<file path="src/rtl/mpu_bus_master.sv">
// ============================================================================
//  Module      : mpu_bus_master
//  Description : Bus initiator for the ChronoCube MPU-side interface. Takes
//                single or burst commands from a valid/ready stream, issues
//                fill-style write bursts or read bursts with address
//                auto-increment, and returns read words on a valid/ready
//                response stream.
//  Revision    : 1.0 - initial release
// ----------------------------------------------------------------------------
//  Ports
//    clk, reset          system clock, asynchronous active-high reset
//    cmd_valid/ready     command handshake
//    cmd_write           1 = write/fill, 0 = read
//    cmd_addr/data/be    start address, fill data, byte enables
//    cmd_len             burst length minus one (1..256 words)
//    rsp_valid/ready     read response handshake, rsp_data = read word
//    busy                transaction in progress
//    mpu_en/rd/wr/be     MPU bus strobes and byte enables
//    mpu_addr            MPU bus address
//    mpu_data_out/in     MPU write data / read data
// ============================================================================
`default_nettype none

module mpu_bus_master #(
  parameter int READ_WAIT = 1,
  parameter int ADDR_STEP = 1
) (
  input  logic        clk,
  input  logic        reset,
  input  logic        cmd_valid,
  output logic        cmd_ready,
  input  logic        cmd_write,
  input  logic [15:0] cmd_addr,
  input  logic [15:0] cmd_data,
  input  logic [1:0]  cmd_be,
  input  logic [7:0]  cmd_len,
  output logic        rsp_valid,
  input  logic        rsp_ready,
  output logic [15:0] rsp_data,
  output logic        busy,
  output logic        mpu_en,
  output logic        mpu_rd,
  output logic        mpu_wr,
  output logic [1:0]  mpu_be,
  output logic [15:0] mpu_addr,
  output logic [15:0] mpu_data_out,
  input  logic [15:0] mpu_data_in
);

  localparam logic [15:0] c_addr_step = 16'(ADDR_STEP);
  localparam logic [2:0]  c_read_wait = 3'(READ_WAIT);

  typedef enum logic [1:0] {
    S_IDLE  = 2'd0,
    S_WRITE = 2'd1,
    S_READ  = 2'd2,
    S_RESP  = 2'd3
  } state_t;

  state_t      r_state, w_state_nxt;
  logic [15:0] r_addr, w_addr_nxt;       // address of the word in flight
  logic [7:0]  r_remain, w_remain_nxt;   // words left after the current one
  logic [2:0]  r_wait, w_wait_nxt;       // read strobe cycle counter
  logic [15:0] r_data, w_data_nxt;       // latched fill data
  logic [1:0]  r_be, w_be_nxt;           // latched byte enables

  logic        r_cmd_ready, w_cmd_ready_nxt;
  logic        r_busy, w_busy_nxt;
  logic        r_rsp_valid, w_rsp_valid_nxt;
  logic [15:0] r_rsp_data, w_rsp_data_nxt;
  logic        r_mpu_en, w_mpu_en_nxt;
  logic        r_mpu_rd, w_mpu_rd_nxt;
  logic        r_mpu_wr, w_mpu_wr_nxt;
  logic [1:0]  r_mpu_be, w_mpu_be_nxt;
  logic [15:0] r_mpu_addr, w_mpu_addr_nxt;
  logic [15:0] r_mpu_dout, w_mpu_dout_nxt;

  // Every output is registered from the *next* state, so the bus pins in a
  // given cycle always describe the state the FSM is currently in.
  always_ff @(posedge clk or posedge reset) begin
    if (reset) begin
      r_state     <= S_IDLE;
      r_addr      <= 16'h0000;
      r_remain    <= 8'h00;
      r_wait      <= 3'd0;
      r_data      <= 16'h0000;
      r_be        <= 2'b00;
      r_cmd_ready <= 1'b0;
      r_busy      <= 1'b0;
      r_rsp_valid <= 1'b0;
      r_rsp_data  <= 16'h0000;
      r_mpu_en    <= 1'b0;
      r_mpu_rd    <= 1'b0;
      r_mpu_wr    <= 1'b0;
      r_mpu_be    <= 2'b00;
      r_mpu_addr  <= 16'h0000;
      r_mpu_dout  <= 16'h0000;
    end else begin
      r_state     <= w_state_nxt;
      r_addr      <= w_addr_nxt;
      r_remain    <= w_remain_nxt;
      r_wait      <= w_wait_nxt;
      r_data      <= w_data_nxt;
      r_be        <= w_be_nxt;
      r_cmd_ready <= w_cmd_ready_nxt;
      r_busy      <= w_busy_nxt;
      r_rsp_valid <= w_rsp_valid_nxt;
      r_rsp_data  <= w_rsp_data_nxt;
      r_mpu_en    <= w_mpu_en_nxt;
      r_mpu_rd    <= w_mpu_rd_nxt;
      r_mpu_wr    <= w_mpu_wr_nxt;
      r_mpu_be    <= w_mpu_be_nxt;
      r_mpu_addr  <= w_mpu_addr_nxt;
      r_mpu_dout  <= w_mpu_dout_nxt;
    end
  end

  always_comb begin
    w_state_nxt    = r_state;
    w_addr_nxt     = r_addr;
    w_remain_nxt   = r_remain;
    w_wait_nxt     = r_wait;
    w_data_nxt     = r_data;
    w_be_nxt       = r_be;
    w_rsp_data_nxt = r_rsp_data;

    case (r_state)
      S_IDLE: begin
        // r_cmd_ready is low in the first cycle after reset release.
        if (cmd_valid && r_cmd_ready) begin
          w_addr_nxt   = cmd_addr;
          w_remain_nxt = cmd_len;
          w_data_nxt   = cmd_data;
          w_be_nxt     = cmd_be;
          w_wait_nxt   = 3'd0;
          w_state_nxt  = cmd_write ? S_WRITE : S_READ;
        end
      end
      S_WRITE: begin
        if (r_remain == 8'h00) begin
          w_state_nxt = S_IDLE;
        end else begin
          w_addr_nxt   = r_addr + c_addr_step;
          w_remain_nxt = r_remain - 8'h01;
        end
      end
      S_READ: begin
        if (r_wait == c_read_wait) begin
          w_rsp_data_nxt = mpu_data_in;
          w_state_nxt    = S_RESP;
        end else begin
          w_wait_nxt = r_wait + 3'd1;
        end
      end
      S_RESP: begin
        if (rsp_ready) begin
          if (r_remain == 8'h00) begin
            w_state_nxt = S_IDLE;
          end else begin
            w_addr_nxt   = r_addr + c_addr_step;
            w_remain_nxt = r_remain - 8'h01;
            w_wait_nxt   = 3'd0;
            w_state_nxt  = S_READ;
          end
        end
      end
      default: w_state_nxt = S_IDLE;
    endcase

    w_cmd_ready_nxt = (w_state_nxt == S_IDLE);
    w_busy_nxt      = (w_state_nxt != S_IDLE);
    w_rsp_valid_nxt = (w_state_nxt == S_RESP);
    w_mpu_wr_nxt    = (w_state_nxt == S_WRITE);
    w_mpu_rd_nxt    = (w_state_nxt == S_READ);
    w_mpu_en_nxt    = w_mpu_wr_nxt || w_mpu_rd_nxt;

    // Address, enables and data hold their last value while the bus is idle.
    w_mpu_addr_nxt  = w_mpu_en_nxt ? w_addr_nxt : r_mpu_addr;
    w_mpu_be_nxt    = w_mpu_en_nxt ? w_be_nxt   : r_mpu_be;
    if (w_mpu_wr_nxt) begin
      w_mpu_dout_nxt = w_data_nxt;
    end else if (w_mpu_rd_nxt) begin
      w_mpu_dout_nxt = 16'h0000;
    end else begin
      w_mpu_dout_nxt = r_mpu_dout;
    end
  end

  assign cmd_ready    = r_cmd_ready;
  assign busy         = r_busy;
  assign rsp_valid    = r_rsp_valid;
  assign rsp_data     = r_rsp_data;
  assign mpu_en       = r_mpu_en;
  assign mpu_rd       = r_mpu_rd;
  assign mpu_wr       = r_mpu_wr;
  assign mpu_be       = r_mpu_be;
  assign mpu_addr     = r_mpu_addr;
  assign mpu_data_out = r_mpu_dout;

endmodule

`default_nettype wire

</file>
<file path="config.mk">
export PLATFORM = sky130hd
export DESIGN_NAME = mpu_bus_master
export DESIGN_NICKNAME = d
export VERILOG_FILES = /design/src/rtl/mpu_bus_master.sv
export SDC_FILE = /design/constraint.sdc
export NUM_CORES = 1
export LEC_CHECK = 0
export CAP_MARGIN = 20
export CORE_MARGIN = 5
export CORE_UTILIZATION = 51
export CTS_BUF_LIST = sky130_fd_sc_hd__clkbuf_4
export DETAILED_ROUTE_END_ITERATION = 8
export PLACE_DENSITY = 0.9
export SLEW_MARGIN = 15
export SYNTH_ARGS = -nofsm -noshare
export SYNTH_HDL_FRONTEND = slang
export SYNTH_SLANG_ARGS = --single-unit
</file>
<file path="constraint.sdc">
create_clock -name clk -period 3.9 [get_ports clk]
set_input_delay 0.585 -clock clk [delete_from_list [all_inputs] [get_ports clk]]
set_output_delay 0.585 -clock clk [all_outputs]
set_load 0.01 [all_outputs]
</file>
==> results.ini, run 1 <==
[placed_design]
place.gp.congestion = 0.923
dp_cells = 644
pre_cts_ws_ns = 0.656
port_buffers = 118
hpwl_um = 8910

[floorplan]
start_util = 0.517
die_y_um = 106
die_x_um = 106
die-area_um2 = 11300
num_rows = 35
core-area_um2 = 9110
io_pins = 119

[critical_path]
path_depth = 7
crit_chain = or4_4 -> nor4_1 -> o21ai_0 -> inv_1 -> ha_1 -> inv_1 -> mux2_2
cpLargestDelayFamily = simple AND/OR/NAND/NOR gates
crit_required_ns = 4.24
cp-start-kind = register
slowest_delay_ns = 0.69
path_common_cell = inv_1
path_buf_inv = 2
cp_max_fo = 18
crit_arrival_ns = 3.52
slowest_stage = or4_4
reg2regPathDepth = 7
criticalPathCategory = reg2reg
end_kind = register

[finish]
drive_above_1_share = 0.144
final_cells = 660
num-nets-final = 616
n_fill_cell = 690
area_growth_pct = 30.0
area.sequential_um2 = 2580
diodes = 0
utilization = 0.672
multi_input_area_um2 = 1990

[global_route]
antenna_found_initial = 0
grt_max_degree = 59
grt_pass1_vias = 4153
grt_use_total = 0.228
grt_pass1_wl_um = 20600
grt-ovfl-total = 0

[yosys]
ys_async_sr_fraction = 1.00
synthAdderAreaFrac = 0.0239
yosysUniqueCellTypes = 58
synth_edf_count = 0
ys_ff_latch = 103
synth.net_count = 502
synthSimpleGateAreaFrac = 0.161
yosysMostFrequentCell = dfrtp_1
synthCells = 430
yosysTopAreaCell = dfrtp_1
yosys-top-cells-count = dfrtp_1 (103), nand2_1 (72), mux2_2 (43), o21ai_0 (32), nor2_1 (16)
yosys-top-cells-area = dfrtp_1 (55%), mux2_2 (10%), nand2_1 (5.7%)
synth_top_area_share = 0.547
netlist_area_um2 = 4710
synth_compound_area_frac = 0.128
avgSynthCellArea_um2 = 11.0
synth_xor_area_frac = 0.00186
synth_warnings = 0
synth_mux_area_frac = 0.107
seq_area_frac_synth = 0.547
synth_top_flop_cell = dfrtp_1
synth_top_family_by_area = simple AND/OR/NAND/NOR gates

[timing]
worst_slack_ns = 0.720
finalCritPeriodShare = 0.815
post-route-min-period_ns = 3.18
hold_viol = 0
tightest_slew_ns = 0.811
rsz0062_at_grt = false
clock.fmax_mhz = 314
setup_tns_ns = 0
finalSetupViolCount = 0
maxSlewViolCount = 0
slew_headroom = 0.459
fin_skew_ns = 0.0282

[cts]
clkSinkCount = 103
cts_hold_buf = 0
clock_latency_ns = 0.46
cts_resized = 0
cts-root-buf = clkbuf_4
cts_tree = yes
htreeDepth = 3
cts_max_path_buffers = 2
post-cts-setup-buffer-count = 0
clkTransAtPathRegs_ns = 0.17
cts_made_buffers = 9

[detailed_routing]
wl_met2_um = 6160
detail-route-antenna-nets = 0
vias = 3843
drt_iter0_drc = 221
via_per_inst = 5.82
met3_length_um = 1030
wl_um = 12100
m1WireLength_um = 4750
firstDrtPassIters = 5
wire_per_inst_um = 18.3
drc = 0
highest_layer = met4

[pwr]
power_frac_comb = 0.420
pwr-share-seq = 0.434
pwr_density_cell_nw_per_um2 = 612
leakagePower_nw = 2.58
sw_frac_of_total = 0.373
p_int_mw = 2.35
ir_worst_vdd_mv = 0.435
p_switching_mw = 1.40
p_clk_frac = 0.146

[status]
status = finished clean

[worst_hold_path]
whs_path_depth = 2
hold_class = reg2reg

[run]
maxCapViolCount = 0

[stage by stage]
stage	hold slack, ns	cell area [µm²]	power (mW)
2_1_floorplan	0.436	4710	2.51
5_1_grt	0.530	6120	4.00
4_1_cts	0.505	6120	3.76
3_3_place_gp	0.454	5980	3.12
6_report	0.502	6120	3.75
3_5_place_dp	0.466	5980	3.21
[tightest hold or removal path: cells and delay by family, from the launching register on]
family           cells  cell delay [ns]
flip-flops           1             0.36
AND/OR/NAND/NOR      2             0.12
[power groups by stage]
stage	combinational [mW]	clock, mW	sequential (mW)
after floorplan	0.836	0	1.67
final	1.57	0.547	1.63
after global routing	1.72	0.610	1.67
after detailed placement	1.57	0	1.64
after global placement	1.51	0	1.62
after CTS	1.58	0.560	1.62
[cell families after synthesis]
logic type                 Yosys count
xor gates and xnor gates             1
muxes                               45
and+or+nand+nor                    148
DFF                                103
AOI/OAI and AO/OA                   91
buffers and inverters               33
adders and majority gates            9
[final timing paths]
kind                                              start                 endpoint  slack [ns]
worst min-delay path                  r_be[1]$_DFF_PP0_        r_be[1]$_DFF_PP0_        0.50
min in group asynchronous                         reset  rsp_data[5]$_DFFE_PP0P_        0.58
max in group asynchronous                         reset  r_remain[1]$_DFFE_PP0P_        2.53
worst min register to register        r_be[1]$_DFF_PP0_        r_be[1]$_DFF_PP0_        0.50
worst max-delay path            r_remain[3]$_DFFE_PP0P_  mpu_addr[0]$_DFFE_PP0P_        0.72
worst max register to register  r_remain[3]$_DFFE_PP0P_  mpu_addr[0]$_DFFE_PP0P_        0.72
[routing by layer]
layer	vias to the layer above	GRT usage
met1	1881	0.278
met5	-	0
met3	15	0.0650
li1	1783	-
met2	164	0.395
met4	0	0.0629
[sequential cells by signal (all words and copies together), names as in the netlist, 2 cells and up]
| register | flops |
|---|---|
| r_addr | 16 |
| r_be | 2 |
| mpu_be | 2 |
| r_state | 2 |
| r_data | 16 |
| rsp_data | 16 |
| mpu_addr | 16 |
| r_remain | 8 |
| r_wait | 3 |
| mpu_data_out | 16 |
[final cells by class]
type | count | share of cell area
flip-flops and latches | 103 | 0.421
multi-input cells | 294 | 0.325
repair buffers | 126 | 0.203
well taps | 111 | 0.0227
clock inverters | 7 | 0.0112
clock buffers | 9 | 0.0110
inverters | 10 | 0.00654
[cell usage in the layout (no fill, tap or decap), types with 2 or more instances in the layout]
cell,instances
a22oi_1,2
o311ai_0,5
or4_1,7
inv_1,9
a21oi_1,14
buf_4,8
o211ai_1,9
o21a_1,3
clkbuf_4,9
clkdlybuf4s50_1,118
nor4_1,6
a31oi_1,5
or3_1,3
o31a_1,2
nor2_1,16
ha_1,9
nor3_1,5
mux2_2,43
a32o_1,2
a2bb2oi_1,2
nand2b_1,3
nand4_1,4
o2bb2ai_1,3
inv_8,3
and4_1,2
mux2i_1,2
dfrtp_1,103
o21ai_0,32
nand3_1,13
nand2_1,72
nand3b_1,2
inv_6,3
and3_1,2
No activity file was read; power rests on OpenSTA's default activity.
==> run 2, diff against run 1 <==
CORE_UTILIZATION = 46   (was 51)
PLACE_DENSITY = 0.86   (was 0.9)
clock period = 2.8 ns   (was 3.9 ns; I/O delays follow)
==> results.ini, run 2 (synthesis results as in run 1) <==
[timing]
post-route-min-period_ns = 2.62
tightest_slew_ns = 0.722
slew_headroom = 0.519
finalCritPeriodShare = 0.936
clock.fmax_mhz = 381
maxSlewViolCount = 0
fin_skew_ns = 0.0151
finalSetupViolCount = 0
rsz0062_at_grt = false
hold_viol = 0
holdWs_ns = 0.478

[critical_path]
startpoint = r_remain[0]$_DFFE_PP0P_
cp-start-kind = register
timing.rr.start = r_remain[0]$_DFFE_PP0P_
crit_chain = inv_1 -> ha_1 -> or3b_4 -> nor2_8 -> nand2_1 -> nand2_1 -> o21ai_0 -> ha_2 -> buf_12 -> nor2_1 -> a32o_1
slowest_delay_ns = 0.45
r2r_slack_ns = 0.18
path_depth = 11
cp_max_fo = 36
rr_endpoint = mpu_addr[15]$_DFFE_PP0P_
crit_required_ns = 3.13
crit_end = mpu_addr[15]$_DFFE_PP0P_
end_kind = register
criticalPathCategory = reg2reg
crit_arrival_ns = 2.95
cpLargestDelayFamily = simple AND/OR/NAND/NOR gates
path_common_cell = nand2_1
path_buf_inv = 2
slowest_stage = ha_2
reg2regPathDepth = 11

[placed_design]
port_buffers = 118
place_area_um2 = 6110
hpwl_um = 8230
place.gp.congestion = 0.838

[detailed_routing]
via_per_inst = 5.39
drt_iter0_drc = 204
vias = 3742
drc = 0
firstDrtPassIters = 4
detail-route-antenna-nets = 0
wire_per_inst_um = 16.4
wl_um = 11400

[pwr]
pwr_density_cell_nw_per_um2 = 849
leakagePower_nw = 2.64
ir_worst_vdd_mv = 0.457

[finish]
utilization = 0.620
diodes = 0
area_growth_pct = 33.6
drive_above_1_share = 0.163
num-nets-final = 625
layout_common_cells = clkdlybuf4s50_1 (118), dfrtp_1 (103), nand2_1 (72)
final_common_cell = clkdlybuf4s50_1
design_area_um2 = 6290

[global_route]
grt_max_degree = 104
grt-ovfl-total = 0
antenna_found_initial = 0
grt_pass1_wl_um = 19000
grt_use_total = 0.186
grt_pass1_vias = 3930

[floorplan]
die_y_um = 111
io_pins = 119
core-area_um2 = 10100
num_rows = 37
die-area_um2 = 12400
start_util = 0.465
die_x_um = 111

[worst_hold_path]
hold_class = in2async

[run]
maxCapViolCount = 0

[cts]
cts_max_path_buffers = 2
cts-root-buf = clkbuf_4
clock_latency_ns = 0.44
clkSinkCount = 103
post-cts-setup-buffer-count = 0
htreeDepth = 3
cts_made_buffers = 9
cts_tree = yes
clkTransAtPathRegs_ns = 0.17

[status]
status = finished clean

-- run 2: cell types whose count changed in the layout (fill, tap and decap cells not counted), moves of 2 or more --
cell	before	now
buf_12	0	2
buf_4	8	15
clkinvlp_4	0	2
inv_8	3	1
-- run 2: worst min path at each step --
stage	end
floorplan	r_be[0]$_DFF_PP0_
global placement	r_be[0]$_DFF_PP0_
detailed placement	mpu_data_out[0]$_DFFE_PP0P_
CTS	mpu_addr[3]$_DFFE_PP0P_
global route	rsp_valid$_DFF_PP0_
finish	r_data[13]$_DFF_PP0_
-- run 2: repair_timing --
action | CTS | global route
resized for setup | 1 | 8
setup endpoints to repair | 3 | 16
pin swaps | 0 | 1
hold buffers | 0 | 0
-- run 2: report_power, final --
part | internal (mW) | total [mW] | leakage, nW | switching, mW
clock network | 0.283 | 0.786 | 0.0761 | 0.504
logic | 1.23 | 2.30 | 1.27 | 1.08
registers | 1.93 | 2.25 | 1.29 | 0.316
total | 3.44 | 5.34 | 2.64 | 1.90
-- run 2: final cells by class --
type / instances / area, µm²
tap: 136 / 170
clock inverter: 7 / 78.8
clock buffer: 9 / 67.6
multi-input combinational: 294 / 2020
sequential: 103 / 2580
inverter: 10 / 46.3
fill: 807 / 3850
timing repair buffer: 135 / 1330
-- run 2: worst min-delay path, delay by kind of cell --
kind / cells / cell delay (ns)
buffers and inverters: 3 / 0.95
-- run 2: metal layers --
layer,routed length (µm),up-vias,global-route usage
met4,74,0,0.0454
met3,947,4,0.0650
met1,4900,1809,0.242
met2,5450,133,0.299
met5,0,-,0
li1,-,1796,-
-- run 2: stage by stage --
| stage | setup TNS (ns) | setup WS (ns) | total power, mW | cells |
|---|---|---|---|---|
| 3_5_place_dp | 0 | 0.00895 | 4.53 | 678 |
| 4_1_cts | -0.0216 | -0.0151 | 5.34 | 694 |
| 5_1_grt | 0 | 0.0449 | 5.71 | 694 |
| 2_1_floorplan | 0 | 0.0151 | 3.53 | 430 |
| 3_3_place_gp | 0 | 0.0907 | 4.42 | 678 |
| 6_report | 0 | 0.179 | 5.34 | 694 |
